## src/rtl/pwl_coef_fetch.sv

```systemverilog
`default_nettype none
// ============================================================================
//  Module      : pwl_coef_fetch
//  Description : Splits a fixed-point sample into segment index and offset and
//                fetches that segment's slope/intercept for the interpolator.
//  Revision    : 1.0 - initial release
// ============================================================================
module pwl_coef_fetch #(
  parameter int IW_IN    = 4,
  parameter int QW_IN    = 12,
  parameter int SEG_BITS = 2,
  parameter int IW_M     = 4,
  parameter int QW_M     = 12,
  parameter int IW_B     = 8,
  parameter int QW_B     = 10
) (
  input  logic                            clk,
  input  logic                            rst,
  input  logic                            in_valid,
  output logic                            in_ready,
  input  logic [IW_IN+QW_IN-1:0]          u,
  output logic                            out_valid,
  input  logic                            out_ready,
  output logic [IW_M+QW_M-1:0]            m,
  output logic [IW_IN-SEG_BITS+QW_IN:0]   x,
  output logic [IW_B+QW_B-1:0]            b,
  input  logic                            cfg_we,
  input  logic [SEG_BITS-1:0]             cfg_addr,
  input  logic [IW_M+QW_M-1:0]            cfg_m,
  input  logic [IW_B+QW_B-1:0]            cfg_b
);

  localparam int WL_IN = IW_IN + QW_IN;
  localparam int WL_M  = IW_M + QW_M;
  localparam int WL_B  = IW_B + QW_B;
  localparam int WL_X  = IW_IN - SEG_BITS + 1 + QW_IN;
  localparam int NSEG  = 1 << SEG_BITS;

  generate
    if (SEG_BITS < 1 || SEG_BITS > IW_IN) begin : g_bad_seg_bits
      $fatal(1, "pwl_coef_fetch: SEG_BITS must lie in 1..IW_IN");
    end
  endgenerate

  logic [WL_M-1:0]     tab_m_q [NSEG];
  logic [WL_B-1:0]     tab_b_q [NSEG];

  logic                s1_valid_q, s1_valid_d;
  logic [SEG_BITS-1:0] s1_idx_q,   s1_idx_d;
  logic [WL_X-1:0]     s1_x_q,     s1_x_d;
  logic                s2_valid_q, s2_valid_d;
  logic [WL_M-1:0]     m_q,        m_d;
  logic [WL_X-1:0]     x_q,        x_d;
  logic [WL_B-1:0]     b_q,        b_d;

  logic                s2_load;
  logic                s1_adv;
  logic                accept;

  always_comb begin
    s2_load    = !s2_valid_q || out_ready;
    s1_adv     = s1_valid_q && s2_load;
    in_ready   = !s1_valid_q || s2_load;
    accept     = in_valid && in_ready;

    s1_valid_d = s1_valid_q;
    s1_idx_d   = s1_idx_q;
    s1_x_d     = s1_x_q;
    s2_valid_d = s2_valid_q;
    m_d        = m_q;
    x_d        = x_q;
    b_d        = b_q;

    if (accept) begin
      s1_valid_d = 1'b1;
      s1_idx_d   = u[WL_IN-1 -: SEG_BITS];
      s1_x_d     = {1'b0, u[WL_IN-SEG_BITS-1:0]};
    end else if (s1_adv) begin
      s1_valid_d = 1'b0;
    end

    if (s2_load) begin
      s2_valid_d = s1_valid_q;
    end

    // Table is read from its registered state, so a same-edge write lands after this read.
    if (s1_adv) begin
      m_d = tab_m_q[s1_idx_q];
      b_d = tab_b_q[s1_idx_q];
      x_d = s1_x_q;
    end
  end

  always_ff @(posedge clk) begin
    if (rst) begin
      s1_valid_q <= 1'b0;
      s1_idx_q   <= '0;
      s1_x_q     <= '0;
      s2_valid_q <= 1'b0;
      m_q        <= '0;
      x_q        <= '0;
      b_q        <= '0;
    end else begin
      s1_valid_q <= s1_valid_d;
      s1_idx_q   <= s1_idx_d;
      s1_x_q     <= s1_x_d;
      s2_valid_q <= s2_valid_d;
      m_q        <= m_d;
      x_q        <= x_d;
      b_q        <= b_d;
    end
  end

  always_ff @(posedge clk) begin
    if (rst) begin
      for (int i = 0; i < NSEG; i++) begin
        tab_m_q[i] <= '0;
        tab_b_q[i] <= '0;
      end
    end else if (cfg_we) begin
      tab_m_q[cfg_addr] <= cfg_m;
      tab_b_q[cfg_addr] <= cfg_b;
    end
  end

  assign out_valid = s2_valid_q;
  assign m         = m_q;
  assign x         = x_q;
  assign b         = b_q;

endmodule
`default_nettype wire

```

## config.mk

```make
export PLATFORM = sky130hd
export DESIGN_NAME = pwl_coef_fetch
export DESIGN_NICKNAME = d
export VERILOG_FILES = /design/src/rtl/pwl_coef_fetch.sv
export SDC_FILE = /design/constraint.sdc
export NUM_CORES = 1
export LEC_CHECK = 0
export ABC_AREA = 1
export ABC_CLOCK_PERIOD_IN_PS = 2400
export BUFFER_PORTS_ARGS = -buffer_cell sky130_fd_sc_hd__buf_2
export CAP_MARGIN = 20
export CORE_MARGIN = 2
export CORE_UTILIZATION = 25
export CTS_BUF_LIST = sky130_fd_sc_hd__clkbuf_8 sky130_fd_sc_hd__clkbuf_16
export DETAILED_ROUTE_END_ITERATION = 8
export PLACE_DENSITY_LB_ADDON = 0.12
export SLEW_MARGIN = 5
export SYNTH_ARGS = -nofsm -noshare
export SYNTH_HDL_FRONTEND = slang
export SYNTH_SLANG_ARGS = --single-unit
export TNS_END_PERCENT = 100
```

## constraint.sdc

```tcl
create_clock -name clk -period 2.4 [get_ports clk]
set_input_delay 0.12 -clock clk [delete_from_list [all_inputs] [get_ports clk]]
set_output_delay 0.12 -clock clk [all_outputs]
set_load 0.02 [all_outputs]
```

== After elaboration in Yosys (flattened, before gate mapping) ==
Memory sizes are Yosys's and may differ from the RTL's. A register that Yosys moved wholly into a read port is not among the register bits.
Cells that the tools add are included.

* Reduce and logical (&&, ||, !) cells: 9
* Multiplexer cells: 13

{| class="wikitable"
|+ Operators with widths
! kind !! count
|-
| two-way mux 18 bit || 1
|-
| OR reduction 18 bit || 1
|-
| two-way mux 16 bit || 1
|-
| OR reduction 16 bit || 1
|-
| two-way mux 1 bit || 9
|-
| two-way mux 2 bit || 2
|-
| logical AND 1 bit || 2
|-
| logical NOT 1 bit || 2
|-
| logical OR 1 bit || 2
|-
| nonzero test 2 bit || 1
|}

* Input port bits: 57
* Memories: 2
* Output and inout bits: 51
* Register bits after elaboration: 32
* Logic and storage cells: 29
* Memory bits (writable): 136

{| class="wikitable"
|+ Memories
! name !! words !! bits a word !! read ports !! clocked after memory_dff !! wr ports !! RTL line !! source
|-
| tab_b_q || 4 || 18 || 1 || 1 || 4 || 46 || <nowiki>logic [WL_B-1:0] tab_b_q [NSEG];</nowiki>
|-
| tab_m_q || 4 || 16 || 1 || 1 || 4 || 45 || <nowiki>logic [WL_M-1:0] tab_m_q [NSEG];</nowiki>
|}

== Depth between registers and ports, before layout ==
* Depth after elaboration: 5
* Depth in mapped cells: 8

== Least setup slack after synthesis ==
OpenSTA, ideal clock, no wires.

* Kind: in2reg
* From: input rst
* To: memory tab_b_q[0][0] in the netlist's numbering (enable)
* Path buffers: 1
* Arrival: 1.419 ns
* Setup slack: 0.589 ns
* Stages: 6
* Library setup time: 0.392 ns
* Cell sequence: inv_2 > nand2_4 > nor2_4 > nand2_4 > buf_6 > nand2_1

{| class="wikitable"
|+ RTL lines
! what !! RTL line !! source
|-
| start: declaration || 18 || <nowiki>input logic rst,</nowiki>
|-
| end: declaration || 46 ||
|}

==> flow_metrics.env <==
export IMPL_core_mm2=0.03437
export IMPL_root_buffer="clkbuf_16"
export IMPL_slowest_delay_ns=0.53
export IMPL_yosysSeqAreaShare_pct=62.40
export IMPL_hold_depth=3
export IMPL_synth_area_leader_cell="edfxtp_1"
export IMPL_gp_congestion=0.6914
export IMPL_die_w_um=190.1
export IMPL_ir_drop_v=0.0004556
export IMPL_grt_pass1_wl_mm=36.16
export IMPL_clock_sinks=202
export IMPL_final_cell_area_mm2=0.01084
export IMPL_synth_top_family_by_area="simple AND/OR/NAND/NOR gates"
export IMPL_ff2ff_setup_slack_ns=0.82
export IMPL_slew_violations=0
export IMPL_final_common_cell="nand2_1"
export IMPL_rows=68
export IMPL_grt_pass1_vias=6115
export IMPL_critPathMostFrequentCell="buf_4"
export IMPL_hold_path_end="s1_valid_q"
export IMPL_htree_levels=1
export IMPL_synthCells=932
export IMPL_cap_violations=0
export IMPL_startpoint_type="input pin"
export IMPL_dr_pass1_iters=6
export IMPL_placed_cells=1458
export IMPL_synth_xor_area_share_pct=0
export IMPL_critPathKind="input pin to flop"
export IMPL_initial_core_util_pct=25.20
export IMPL_r2r_start="out_valid"
export IMPL_p_per_area_mw_per_mm2=779.8
export IMPL_muxShareOfSynthArea_pct=0
export IMPL_overflow=0
export IMPL_critPathRequiredTime_ns=2.85
export IMPL_n_fill_cell=3679
export IMPL_n_antenna_cell=0
export IMPL_portBuffers=106
export IMPL_via_count=6372
export IMPL_wl_mm=23.48
export IMPL_layoutNonFillerInstCount=1554
export IMPL_status="finished, final reports clean"
export IMPL_fp_dieArea_mm2=0.03615
export IMPL_synth_compound_area_share_pct=3.756
export IMPL_cts_tree="built"
export IMPL_yosys_register_bits=202
export IMPL_syn_area_mm2=0.008662
export IMPL_setup_tns_ns=0
export IMPL_cts_resized=0
export IMPL_path_buf_inv=5
export IMPL_synth_nets=989
export IMPL_synth_top_area_share_pct=47.15
export IMPL_p_leak_nw=4.780
export IMPL_rsz0062_at_grt="no"
export IMPL_crit_fanout=54
export IMPL_synth_cell_types=25
export IMPL_timing_final_crit_share_pct=67.36
export IMPL_synth_simple_gate_area_share_pct=26.16
export IMPL_routed_via_density=4.100
export IMPL_drc=0
export IMPL_critPathTopFamily="buffers and inverters"
export IMPL_hold_violations=0
export IMPL_fin_crit_ns=1.617
export IMPL_max_freq_mhz=618.5
export IMPL_drive_above_1_share_pct=17.83
export IMPL_antenna_found_initial=0
export IMPL_final_cell_mix="nand2_1, nor2_1, edfxtp_1"
export IMPL_grt_use_total_pct=12.99
export IMPL_path_cells="dlygate4sd3_1 -> buf_2 -> inv_2 -> buf_4 -> buf_4 -> o21ai_0 -> nor2_1"
export IMPL_placed_area_mm2=0.009578
export IMPL_clk_path_buf_depth=3
export IMPL_slew_headroom_pct=59.79
export IMPL_hpwlAfterDp_mm=13.89
export IMPL_worstRegToRegCells=5
export IMPL_clk_pin_slew_ns=0.05
export IMPL_wire_per_inst_um=15.11
export IMPL_timing_rr_end="b[0]"
export IMPL_grt_max_degree=69
export IMPL_fin_nets=1139
export IMPL_setup_violations=0
export IMPL_dr_first_iter_drc_count=309
export IMPL_ioPinCount=108
export IMPL_finClkSkew_ns=0.008820
export IMPL_cts_made_buffers=25
export IMPL_yosys_warnings=0
export IMPL_syn_area_per_cell_um2=9.294
export IMPL_ant_nets=0
export IMPL_worst_pin_slew_ns=0.6031
export IMPL_dieHeight_um=190.1
export IMPL_min_from="in_valid"
export IMPL_slowest_stage="dlygate4sd3_1"
export IMPL_yosys_area_share_adder_pct=0
export IMPL_cp_end_kind="flop"
export IMPL_syn_to_final_growth_pct=25.12
export IMPL_cp_arrival_ns=2.07
export IMPL_holdCritPathClass="input pin to flop"
export IMPL_synth_area_top_cells="edfxtp_1, dfxtp_1, nand2_1, nor2_1, nand3_1"
export IMPL_clk_latency_ns=0.51
Yosys cell counts (all sizes together):
| cell | instances |
|---|---|
| clkbuf | 7 |
| o21ai | 14 |
| a21oi | 36 |
| dfxtp | 66 |
| buf | 49 |
| inv | 74 |
| nand2 | 264 |
| nand4 | 1 |
| nor2 | 197 |
| edfxtp | 136 |
| nand3 | 70 |
| nand3b | 16 |
| conb | 1 |
| clkinv | 1 |
kinds of logic after synthesis:
| family | after synthesis |
|---|---|
| and+or+nand+nor | 548 |
| DFF | 202 |
| buffers and inverters | 131 |
| AOI/OAI and AO/OA | 50 |
| other | 1 |
what timing repair did:
action,CTS,global route
endpoints found under the hold margin,150,0
buffers inserted,0,0
hold buffers,52,0
stage by stage:
stage	power, W	utilization, %	setup slack, ns	hold WS, ns
6_report	0.008452	31.53	0.7833	0.07683
5_1_grt	0.008857	31.53	0.6443	0.09465
4_1_cts	0.008597	31.53	0.7629	0.04395
3_5_place_dp	0.005078	27.86	0.7845	0.3423
3_3_place_gp	0.005079	27.86	0.7959	0.3369
2_1_floorplan	0.004746	-	0.5890	0.1891
cell type report:
class                           count  area, um2  area share (%)
Sequential cell                   202       5408           49.90
Multi-Input combinational cell    599       2605           24.04
Timing Repair Buffer              179       1234           11.38
Clock buffer                       26      639.4           5.899
Tap cell                          455      569.3           5.253
Inverter                           75      282.8           2.609
Clock inverter                     18      100.1          0.9236
where the power goes:
| part | internal, W | switching, W |
|---|---|---|
| Sequential | 0.00398 | 0.0000881 |
| Combinational | 0.000333 | 0.000642 |
| Clock | 0.00200 | 0.00140 |
flip-flops by register name (all words and copies together) (netlist names):
signal and count:
m 16, s1_x_q 14, tab_m_q 64, tab_b_q 72, b 18, out_valid 1
s1_idx_q 2, x 14, s1_valid_q 1
metal layers:
metal / wire length [um] / global-route usage (%) / vias to the layer above
met5: 0 / 0 / -
met4: 619 / 3.816 / 0
met3: 1092 / 1.974 / 42
met2: 10490 / 20.75 / 150
met1: 11270 / 18.20 / 2908
li1: - / - / 3272
worst min-delay path, delay by kind of cell:
| family | cells | cell delay, ns |
|---|---|---|
| buffers and inverters | 1 | 0.20 |
| AOI/OAI and AO/OA | 1 | 0.07 |
| and+or+nand+nor | 1 | 0.15 |
how the worst max path moves through the flow:
stage,from,endpoint,slack [ns],cells past startpoint
after floorplan,rst,tab_b_q[0][0],0.59,6
after global placement,rst,x[3],0.80,6
after detailed placement,out_valid,m[13],0.78,5
after CTS,out_valid,b[2],0.76,5
after global routing,rst,x[1],0.64,7
final,rst,x[10],0.78,7
Power figures use the tool's default switching activity.
